<file path="src/rtl/fetch_pkg.sv">
// Shared types and constants for the instruction-fetch front end.
package fetch_pkg;

  localparam int unsigned XLEN    = 64;
  localparam int unsigned INSTR_W = 32;
  localparam int unsigned PC_STEP = 4;

  typedef enum logic {
    RUN   = 1'b0,
    FAULT = 1'b1
  } fetch_state_e;

  typedef struct packed {
    logic [XLEN-1:0]    pc;
    logic [INSTR_W-1:0] instr;
  } fetch_entry_t;

endpackage

</file>
<file path="src/rtl/sync_fifo.sv">
// Generic registered FIFO with flush; DEPTH must be a power of two >= 2.
module sync_fifo #(
  parameter int unsigned DEPTH = 2,
  parameter int unsigned WIDTH = 32
) (
  input  logic             clk,
  input  logic             rst_n,
  input  logic             flush,
  input  logic             push,
  input  logic             pop,
  input  logic [WIDTH-1:0] wdata,
  output logic [WIDTH-1:0] rdata,
  output logic             full,
  output logic             empty
);

  localparam int unsigned AW = $clog2(DEPTH);
  localparam logic [AW:0] FULL_CNT = (AW+1)'(DEPTH);

  logic [WIDTH-1:0] mem_q [DEPTH];
  logic [AW-1:0]    rd_ptr_q, rd_ptr_d;
  logic [AW-1:0]    wr_ptr_q, wr_ptr_d;
  logic [AW:0]      count_q, count_d;
  logic             do_push, do_pop;

  assign empty   = (count_q == '0);
  assign full    = (count_q == FULL_CNT);
  assign rdata   = mem_q[rd_ptr_q];
  // A full FIFO still accepts a write when the head leaves in the same cycle.
  assign do_pop  = pop & ~empty;
  assign do_push = push & (~full | do_pop);

  always_comb begin
    rd_ptr_d = rd_ptr_q;
    wr_ptr_d = wr_ptr_q;
    count_d  = count_q;
    if (flush) begin
      rd_ptr_d = '0;
      wr_ptr_d = '0;
      count_d  = '0;
    end else begin
      if (do_push) wr_ptr_d = wr_ptr_q + 1'b1;
      if (do_pop)  rd_ptr_d = rd_ptr_q + 1'b1;
      case ({do_push, do_pop})
        2'b10:   count_d = count_q + 1'b1;
        2'b01:   count_d = count_q - 1'b1;
        default: count_d = count_q;
      endcase
    end
  end

  always_ff @(posedge clk or negedge rst_n) begin
    if (!rst_n) begin
      rd_ptr_q <= '0;
      wr_ptr_q <= '0;
      count_q  <= '0;
    end else begin
      rd_ptr_q <= rd_ptr_d;
      wr_ptr_q <= wr_ptr_d;
      count_q  <= count_d;
    end
  end

  always_ff @(posedge clk) begin
    if (do_push && !flush) mem_q[wr_ptr_q] <= wdata;
  end

endmodule

</file>
<file path="src/rtl/fetch_sequencer.sv">
// Fetch initiator: owns the PC, queues {pc, instr} pairs toward decode, and parks in FAULT on a bad address.
module fetch_sequencer #(
  parameter int unsigned     XLEN     = fetch_pkg::XLEN,
  parameter logic [XLEN-1:0] RESET_PC = '0,
  parameter int unsigned     DEPTH    = 2
) (
  input  logic            clk,
  input  logic            rst_n,
  input  logic            fetch_en,
  output logic [XLEN-1:0] imem_pc,
  input  logic [31:0]     imem_instr,
  input  logic            imem_inv_addr,
  input  logic            redirect_valid,
  input  logic [XLEN-1:0] redirect_pc,
  output logic            out_valid,
  input  logic            out_ready,
  output logic [XLEN-1:0] out_pc,
  output logic [31:0]     out_instr,
  output logic            fault,
  output logic [XLEN-1:0] fault_pc
);

  import fetch_pkg::*;

  localparam int unsigned ENTRY_W = XLEN + INSTR_W;

  fetch_state_e    state_q, state_d;
  logic [XLEN-1:0] pc_q, pc_d;
  logic [XLEN-1:0] fault_pc_q, fault_pc_d;

  logic               deq, space, take, push, go_fault;
  logic               fifo_full, fifo_empty;
  logic [ENTRY_W-1:0] head;

  assign deq      = out_valid & out_ready;
  assign space    = ~fifo_full | deq;
  // Redirect pre-empts any fetch decision, so a fetch is only taken when it is absent.
  assign take     = (state_q == RUN) & fetch_en & space & ~redirect_valid;
  assign push     = take & ~imem_inv_addr;
  assign go_fault = take & imem_inv_addr;

  always_comb begin
    pc_d       = pc_q;
    state_d    = state_q;
    fault_pc_d = fault_pc_q;
    if (redirect_valid) begin
      pc_d    = redirect_pc;
      state_d = RUN;
    end else if (go_fault) begin
      state_d    = FAULT;
      fault_pc_d = pc_q;
    end else if (push) begin
      pc_d = pc_q + XLEN'(PC_STEP);
    end
  end

  always_ff @(posedge clk or negedge rst_n) begin
    if (!rst_n) begin
      state_q    <= RUN;
      pc_q       <= RESET_PC;
      fault_pc_q <= '0;
    end else begin
      state_q    <= state_d;
      pc_q       <= pc_d;
      fault_pc_q <= fault_pc_d;
    end
  end

  sync_fifo #(
    .DEPTH (DEPTH),
    .WIDTH (ENTRY_W)
  ) u_fifo (
    .clk   (clk),
    .rst_n (rst_n),
    .flush (redirect_valid),
    .push  (push),
    .pop   (deq),
    .wdata ({pc_q, imem_instr}),
    .rdata (head),
    .full  (fifo_full),
    .empty (fifo_empty)
  );

  assign imem_pc   = pc_q;
  assign out_valid = ~fifo_empty;
  assign out_pc    = head[INSTR_W +: XLEN];
  assign out_instr = head[INSTR_W-1:0];
  assign fault     = (state_q == FAULT);
  assign fault_pc  = fault_pc_q;

endmodule

</file>
<file path="config.mk">
export PLATFORM = sky130hd
export DESIGN_NAME = fetch_sequencer
export DESIGN_NICKNAME = d
export VERILOG_FILES = /design/src/rtl/fetch_pkg.sv /design/src/rtl/sync_fifo.sv /design/src/rtl/fetch_sequencer.sv
export SDC_FILE = /design/constraint.sdc
export NUM_CORES = 1
export LEC_CHECK = 0
export ABC_AREA = 0
export BUFFER_PORTS_ARGS = -buffer_cell sky130_fd_sc_hd__buf_2
export CORE_MARGIN = 3
export CORE_UTILIZATION = 50
export CTS_BUF_LIST = sky130_fd_sc_hd__clkbuf_8
export DETAILED_ROUTE_END_ITERATION = 8
export PLACE_DENSITY = 0.74
export SETUP_SLACK_MARGIN = 0.02
export SYNTH_ARGS = -nofsm -noshare
export SYNTH_HDL_FRONTEND = slang
export SYNTH_HIERARCHICAL = 1
export SYNTH_SLANG_ARGS = --single-unit
</file>
<file path="constraint.sdc">
create_clock -name clk -period 8.9 [get_ports clk]
set_input_delay 0.445 -clock clk [delete_from_list [all_inputs] [get_ports clk]]
set_output_delay 0.445 -clock clk [all_outputs]
set_load 0.005 [all_outputs]
</file>
# ---- Yosys cells after proc, flatten, opt, wreduce, memory -nomap -nowiden
# Memories as Yosys holds them, arrays and structs flattened.
# Cells that the tools add are included.
# Widths: inputs -> output; s select.
dict set report classes {
  eq_ne 4
  muxes 13
  reduce_logical 10
  n_addsub 5
  bitwise_logic 15
}
# op count
set op_table {}
lappend op_table {{$mux 64} 3}
lappend op_table {{$add 64x3->64 const B} 1}
lappend op_table {{$and 1x1->1} 8}
lappend op_table {{$mux 1} 8}
lappend op_table {{$reduce_bool 2->1} 4}
lappend op_table {{$not 1->1} 5}
lappend op_table {{$eq 2x2->1 const B} 2}
lappend op_table {{$pmux 2 s2} 1}
lappend op_table {{$reduce_and 2->1} 2}
lappend op_table {{$reduce_bool 3->1} 1}
lappend op_table {{$add 1x1->1 const B} 2}
lappend op_table {{$add 2x1->2 const B} 1}
lappend op_table {{$eq 2x1->1 const B} 1}
lappend op_table {{$logic_not 2->1} 1}
lappend op_table {{$mux 2} 1}
lappend op_table {{$ne 2x2->1 const B} 1}
lappend op_table {{$or 1x1->1} 2}
lappend op_table {{$sub 2x1->2 const B} 1}
lappend op_table {{$logic_and 1x1->1} 1}
lappend op_table {{$logic_not 1->1} 1}
dict set report totals {
  register_bits 133
  out_inout_bits 226
  inputBits 102
  ram_bits 192
  elab_cells 54
  n_memories 1
}
# name words width rd rd_clocked_by_memory_dff write_ports line_no
set memory_table {}
lappend memory_table {u_fifo.mem_q 2 96 1 0 1 sync_fifo.sv:20} ;# logic [WIDTH-1:0] mem_q [DEPTH];

# ---- Longest topological paths before layout
dict set report depth {
  ltp_word 11
  ltp_mapped 11
  mapped_depth_nobuf 9
}

# ---- Cells and area by module
# Netlist, hierarchy kept.
# module n_inst cells_per_inst seq_area_each_um2 area_each_um2
set by_module_without_submodules {}
lappend by_module_without_submodules {sync_fifo 1 324 5865.6 7189.4}
lappend by_module_without_submodules {fetch_sequencer 1 628 3228.1 6456.2}

# ---- Least setup slack after synthesis
# Ideal clock, no wire load.
dict set report synth_path {
  kind {register -> register}
  startpoint {register u_fifo.count_q[0]}
  endpoint {memory u_fifo/mem_q[1][0] (netlist bit) (enable)}
  path_slack_ns -0.633
  required_ns 8.212
  setup_time_ns 0.688
  synth_period_minus_slack_ns 9.533
  t_arrival_ns 8.845
  path_stages_with_launch 11
  n_path_buf 2
  cell_sequence {dfrtp_1 -> nor2_1 -> nand2b_1 -> inv_1 -> o21ai_1 -> inv_1 -> clkbuf_1 -> buf_1 -> inv_1 -> a21o_1 -> nor3b_1}
}
dict set report synth_via {
  elab_chain_cells 11
  elab_cells_between_ends 15
  cone_classes {1 x eq/ne; 2 x mux; 10 x bitwise; 2 x reduce/logical}
}
# element line_no
set synth_rtl {}
lappend synth_rtl {{start: declaration} sync_fifo.sv:23} ;# logic [AW:0] count_q, count_d;
lappend synth_rtl {{start signal: assignment} sync_fifo.sv:60} ;# count_q <= count_d;
lappend synth_rtl {{$logic_not 2->1} sync_fifo.sv:26} ;# assign empty = (count_q == '0);
lappend synth_rtl {{net fifo_empty} fetch_sequencer.sv:32} ;# logic fifo_full, fifo_empty;
lappend synth_rtl {{$not 1->1} fetch_sequencer.sv:85} ;# assign out_valid = ~fifo_empty;
lappend synth_rtl {{$and 1x1->1} fetch_sequencer.sv:35} ;# assign deq = out_valid & out_ready;
lappend synth_rtl {{net deq} fetch_sequencer.sv:31} ;# logic deq, space, take, push, go_fault;
lappend synth_rtl {{$or 1x1->1} fetch_sequencer.sv:36} ;# assign space = ~fifo_full | deq;
lappend synth_rtl {{$and 1x1->1 (2 in series)} fetch_sequencer.sv:38} ;# assign take = (state_q == RUN) & fetch_en & space & ~redirect_valid;
lappend synth_rtl {{$and 1x1->1} fetch_sequencer.sv:39} ;# assign push = take & ~imem_inv_addr;
lappend synth_rtl {{net push} fetch_sequencer.sv:31}
lappend synth_rtl {{$and 1x1->1} sync_fifo.sv:31} ;# assign do_push = push & (~full | do_pop);
lappend synth_rtl {{$logic_and 1x1->1} sync_fifo.sv:65} ;# if (do_push && !flush) mem_q[wr_ptr_q] <= wdata;
lappend synth_rtl {{$mux 1} sync_fifo.sv:65}
lappend synth_rtl {{$mux 1 (implied by the code)} sync_fifo.sv:65}
lappend synth_rtl {{end: declaration} sync_fifo.sv:20}
# The timed path passes the listed nets, and every way through them passes these cells.

# ---- Worst setup path after layout
dict set report layout_path {
  startpoint {register state_q (netlist: fault)}
  endpoint {memory u_fifo/mem_q[1][31] (netlist bit) (enable)}
}
dict set report layout_via {
  elab_chain_cells 9
}
# element line_no
set layout_rtl {}
lappend layout_rtl {{start: declaration} fetch_sequencer.sv:27} ;# fetch_state_e state_q, state_d;
lappend layout_rtl {{start signal: assignment} fetch_sequencer.sv:63} ;# state_q <= state_d;
lappend layout_rtl {{$not 1->1} fetch_sequencer.sv:38}
lappend layout_rtl {{$and 1x1->1 (3 in series)} fetch_sequencer.sv:38}
lappend layout_rtl {{$and 1x1->1} fetch_sequencer.sv:39}
lappend layout_rtl {{$and 1x1->1} sync_fifo.sv:31}
lappend layout_rtl {{$logic_and 1x1->1} sync_fifo.sv:65}
lappend layout_rtl {{$mux 1} sync_fifo.sv:65}
lappend layout_rtl {{$mux 1 (implied by the code)} sync_fifo.sv:65}
# Every way passes these cells.

==> metrics.md <==
| Metric | Value |
|---|---|
| Startpoint type of the worst setup path | `flip-flop` |
| Hold crit path type | `in2reg` |
| Vert. Die Dim | `171 µm` |
| Power Dens Cells | `209 nW/µm²` |
| Flip-flop and latch count after synthesis | `325` |
| Mean post-synth cell area | `14.3 µm²` |
| Outcome | `finished, final reports clean` |
| IO Port Bufs | `327` |
| Top flip-flop cell by instance count after synthesis | `edfxtp_1` |
| Cell type with the largest total area after synthesis | `edfxtp_1` |
| Pins Over Slew Limit | `0` |
| Total instance count after detailed placement | `1578` |
| Number of vias after detailed routing | `9453` |
| Final clock skew | `30.8 ps` |
| Area of the core | `26400 µm²` |
| Post-layout min period | `3390 ps` |
| Synthesized cell area | `13600 µm²` |
| X dimension of the die | `171 µm` |
| Total Neg Setup Slack | `0 ps` |
| Capturing element type of the critical path | `flip-flop` |
| Sequential cell area fraction in the yosys report | `66.6%` |
| Global-route usage over all layers | `23.2%` |
| Count of clock tree sinks | `325` |
| Setup violators final | `0` |
| Number of nets in the layout | `1401` |
| Worst Min Path Start | `imem_instr[14]` |
| DRC | `0` |
| Cell count after synthesis | `952` |
| Clock tree from TritonCTS | `yes` |
| Maximum fanout count along the critical path | `64` |
| EDFF count, synth | `192` |
| Number of core rows | `59` |
| Number of buffers added by the clock tree synthesis step | `52` |
| Total routed wirelength | `35.7 mm` |
| Async set-or-reset flop fraction in the synthesized netlist | `40.9%` |
| Gpl congestion | `0.883` |
| Total of max-cap violations | `0` |
| Unique masters post-synth | `60` |
| Final standard cell count with taps included and fillers excluded | `1680` |
| Data arrival time of the worst path | `3580 ps` |
| Post-DR wirelength/cell | `21.2 µm` |
| Area share of the largest cell type after synthesis | `42.3%` |
| Via-to-Cell Ratio | `5.63` |
| Post-layout utilization of the core | `63.1%` |
| Clk Latency, worst-skew pair | `590 ps` |
| Worst R2R Setup Slack | `5510 ps` |
| Largest net degree at the start of global routing | `89` |
| Cell with the most instances after synthesis | `edfxtp_1` |
| Number of global-route vias before repair | `9330` |
| Starting Density | `51.6%` |
| Worst-Margin Slew | `1170 ps` |
| Count of routing violations after the opening detailed-route iteration | `624` |
| First-pass GRT wire length | `53.2 mm` |
| Max IR drop VDD | `0.150 mV` |
| Final HPWL DP | `24.5 mm` |
| Hold-critical path depth | `1` |
| Die ar. | `29300 µm²` |
| Area growth from synthesis to final layout | `22.3%` |
| Setup CP Type | `reg2reg` |
| Number of cells on the worst reg-to-reg path | `8` |
| Layout cells sized above 1 | `45.2%` |
| Commonest cells in the synthesized netlist | `192 x edfxtp_1, 159 x mux2_2, 133 x dfrtp_1` |
| Synthesized net count | `1055` |
| Max H-tree Level | `2` |
| Required time of the critical path | `9090 ps` |
| Antenna viol nets, final | `0` |
| Clock root buffer master | `clkbuf_8` |
| Headroom to the max-slew limit | `21.8%` |
| First-pass DRT Iterations | `5` |
| Max clock buf depth | `3` |
| Capture endpoint of the worst hold path | `u_fifo/mem_q[0][14]$_DFFE_PP_` |
| I/O pin count | `328` |
| Crit Reg-Reg Endpoint | `u_fifo/mem_q[1][31]$_DFFE_PP_` |
| Origin of the critical flop-to-flop path | `fault$_DFFE_PN0P_` |
| Number of post-CTS setup repair buffers | `0` |
| Fmax | `0.295 GHz` |
| Total overflow reported by the global router | `0` |
| Yosys synthesis warning count | `6` |
| Clock-pin slew on the worst setup and hold paths | `70 ps` |
| Share of the clock period used by the worst path | `38.1%` |
| Number of hold violations in the final report | `0` |
| Setup repair after global routing missed its margin | `no` |
| Largest cells by area after synthesis | `edfxtp_1 42%, dfrtp_1 24%, mux2_2 13%, nand2_1 2.3%, nand3_1 1.3%` |
| Leakage power figure | `6.82 nW` |
| Initial antenna violation count | `6` |
==> area by class of cell <==
| class | instances | area (µm²) |
|---|---|---|
| Sequential cell | 325 | 9100 |
| Clock inverter | 41 | 273 |
| Multi-Input combinational cell | 563 | 4300 |
| Timing Repair Buffer | 340 | 1750 |
| Antenna cell | 3 | 7.51 |
| Fill cell | 2091 | 9740 |
| Tap cell | 335 | 419 |
| Clock buffer | 57 | 785 |
| Inverter | 16 | 60.1 |
==> metrics by stage <==
stage               power [mW]  worst slack (ps)  area, µm²  hold slack (ps)
floorplan                 2.02              2750      13700              149
global placement          2.23              5470      15600              484
detailed placement        2.25              5370      15600              489
CTS                       3.53              5540      16700             16.5
global route              3.64              5310      16700             16.1
finish                    3.49              5510      16700             56.3
==> what timing repair did <==
| action | CTS | global route |
|---|---|---|
| resized for setup | 0 | 0 |
| hold endpoints to repair | 76 | 0 |
| hold buffers | 1 | 0 |
==> cells in the final DEF, fill, tap and decap left out, types with 4 or more instances in the layout <==
| cell | instances |
|---|---|
| buf_2 | 325 |
| edfxtp_1 | 192 |
| mux2_2 | 159 |
| dfrtp_1 | 132 |
| nand2_1 | 83 |
| clkbuf_8 | 57 |
| nand3_1 | 36 |
| nor2_1 | 34 |
| o21ai_0 | 32 |
| inv_1 | 30 |
| nand4_1 | 26 |
| a21oi_1 | 14 |
| o211ai_1 | 14 |
| and3_1 | 13 |
| buf_4 | 13 |
| xnor2_1 | 12 |
| nor3_1 | 11 |
| nor4_1 | 10 |
| clkinv_2 | 10 |
| xor2_1 | 8 |
| o21ai_1 | 8 |
| clkinv_1 | 8 |
| a221o_1 | 6 |
| and2_1 | 6 |
| mux2_4 | 6 |
| a31oi_1 | 6 |
| and4_1 | 5 |
| a21o_1 | 5 |
| a22oi_1 | 5 |
| or3_1 | 5 |
| or4_1 | 5 |
| o311ai_0 | 4 |
| clkinvlp_4 | 4 |
==> kinds of logic (layout without fill, tap and decap cells) <==
group / Yosys count / count (layout) / synth area share [%]
buffers and inverters: 64 / 454 / 2.19
muxes: 168 / 168 / 14.0
other: 0 / 3 / 0
DFF: 325 / 325 / 66.6
AOI/OAI and AO/OA: 110 / 110 / 5.26
and+or+nand+nor: 264 / 264 / 10.5
adders and majority gates: 1 / 1 / 0.0917
xor gates and xnor gates: 20 / 20 / 1.28
==> how the worst max path moves through the flow <==
stage	startpoint	end	depth (start not counted)
6_report	fault$_DFFE_PN0P_	u_fifo/mem_q[1][31]$_DFFE_PP_	8
5_1_grt	fault$_DFFE_PN0P_	u_fifo/mem_q[1][36]$_DFFE_PP_	8
4_1_cts	fault$_DFFE_PN0P_	u_fifo/mem_q[1][36]$_DFFE_PP_	8
3_5_place_dp	redirect_valid	u_fifo/mem_q[1][29]$_DFFE_PP_	9
3_3_place_gp	redirect_valid	u_fifo/mem_q[1][31]$_DFFE_PP_	9
2_1_floorplan	u_fifo/count_q[0]$_DFFE_PN0P_	u_fifo/mem_q[1][0]$_DFFE_PP_	10
==> registers in the layout, indices dropped and copies added (netlist names) <==
register,flops
u_fifo/wr_ptr_q,1
fault_pc,64
u_fifo/mem_q,192
u_fifo/rd_ptr_q,1
imem_pc,64
fault,1
u_fifo/count_q,2
==> worst max-delay path, cell delays in order, from the launching register on <==
cell and delay (ps):
dfrtp_1 410, nor4b_1 670, o21ai_4 90, buf_4 350
inv_1 140, inv_1 80, a21o_1 240, nor3b_4 220
buf_4 690
==> report_power, final <==
part	switching, mW	internal (mW)
combinational	0.169	0.195
clock	0.591	0.685
sequential	0.123	1.73
total	0.882	2.61
==> routing by layer <==
layer	GRT usage [%]	part of all wire, %	up-vias
li1	-	-	4314
met1	31.6	42	4665
met2	37.5	47	396
met3	6.09	8.6	70
met4	6.51	2.1	8
met5	0	0.13	-
(Power assumes the default switching activity.)
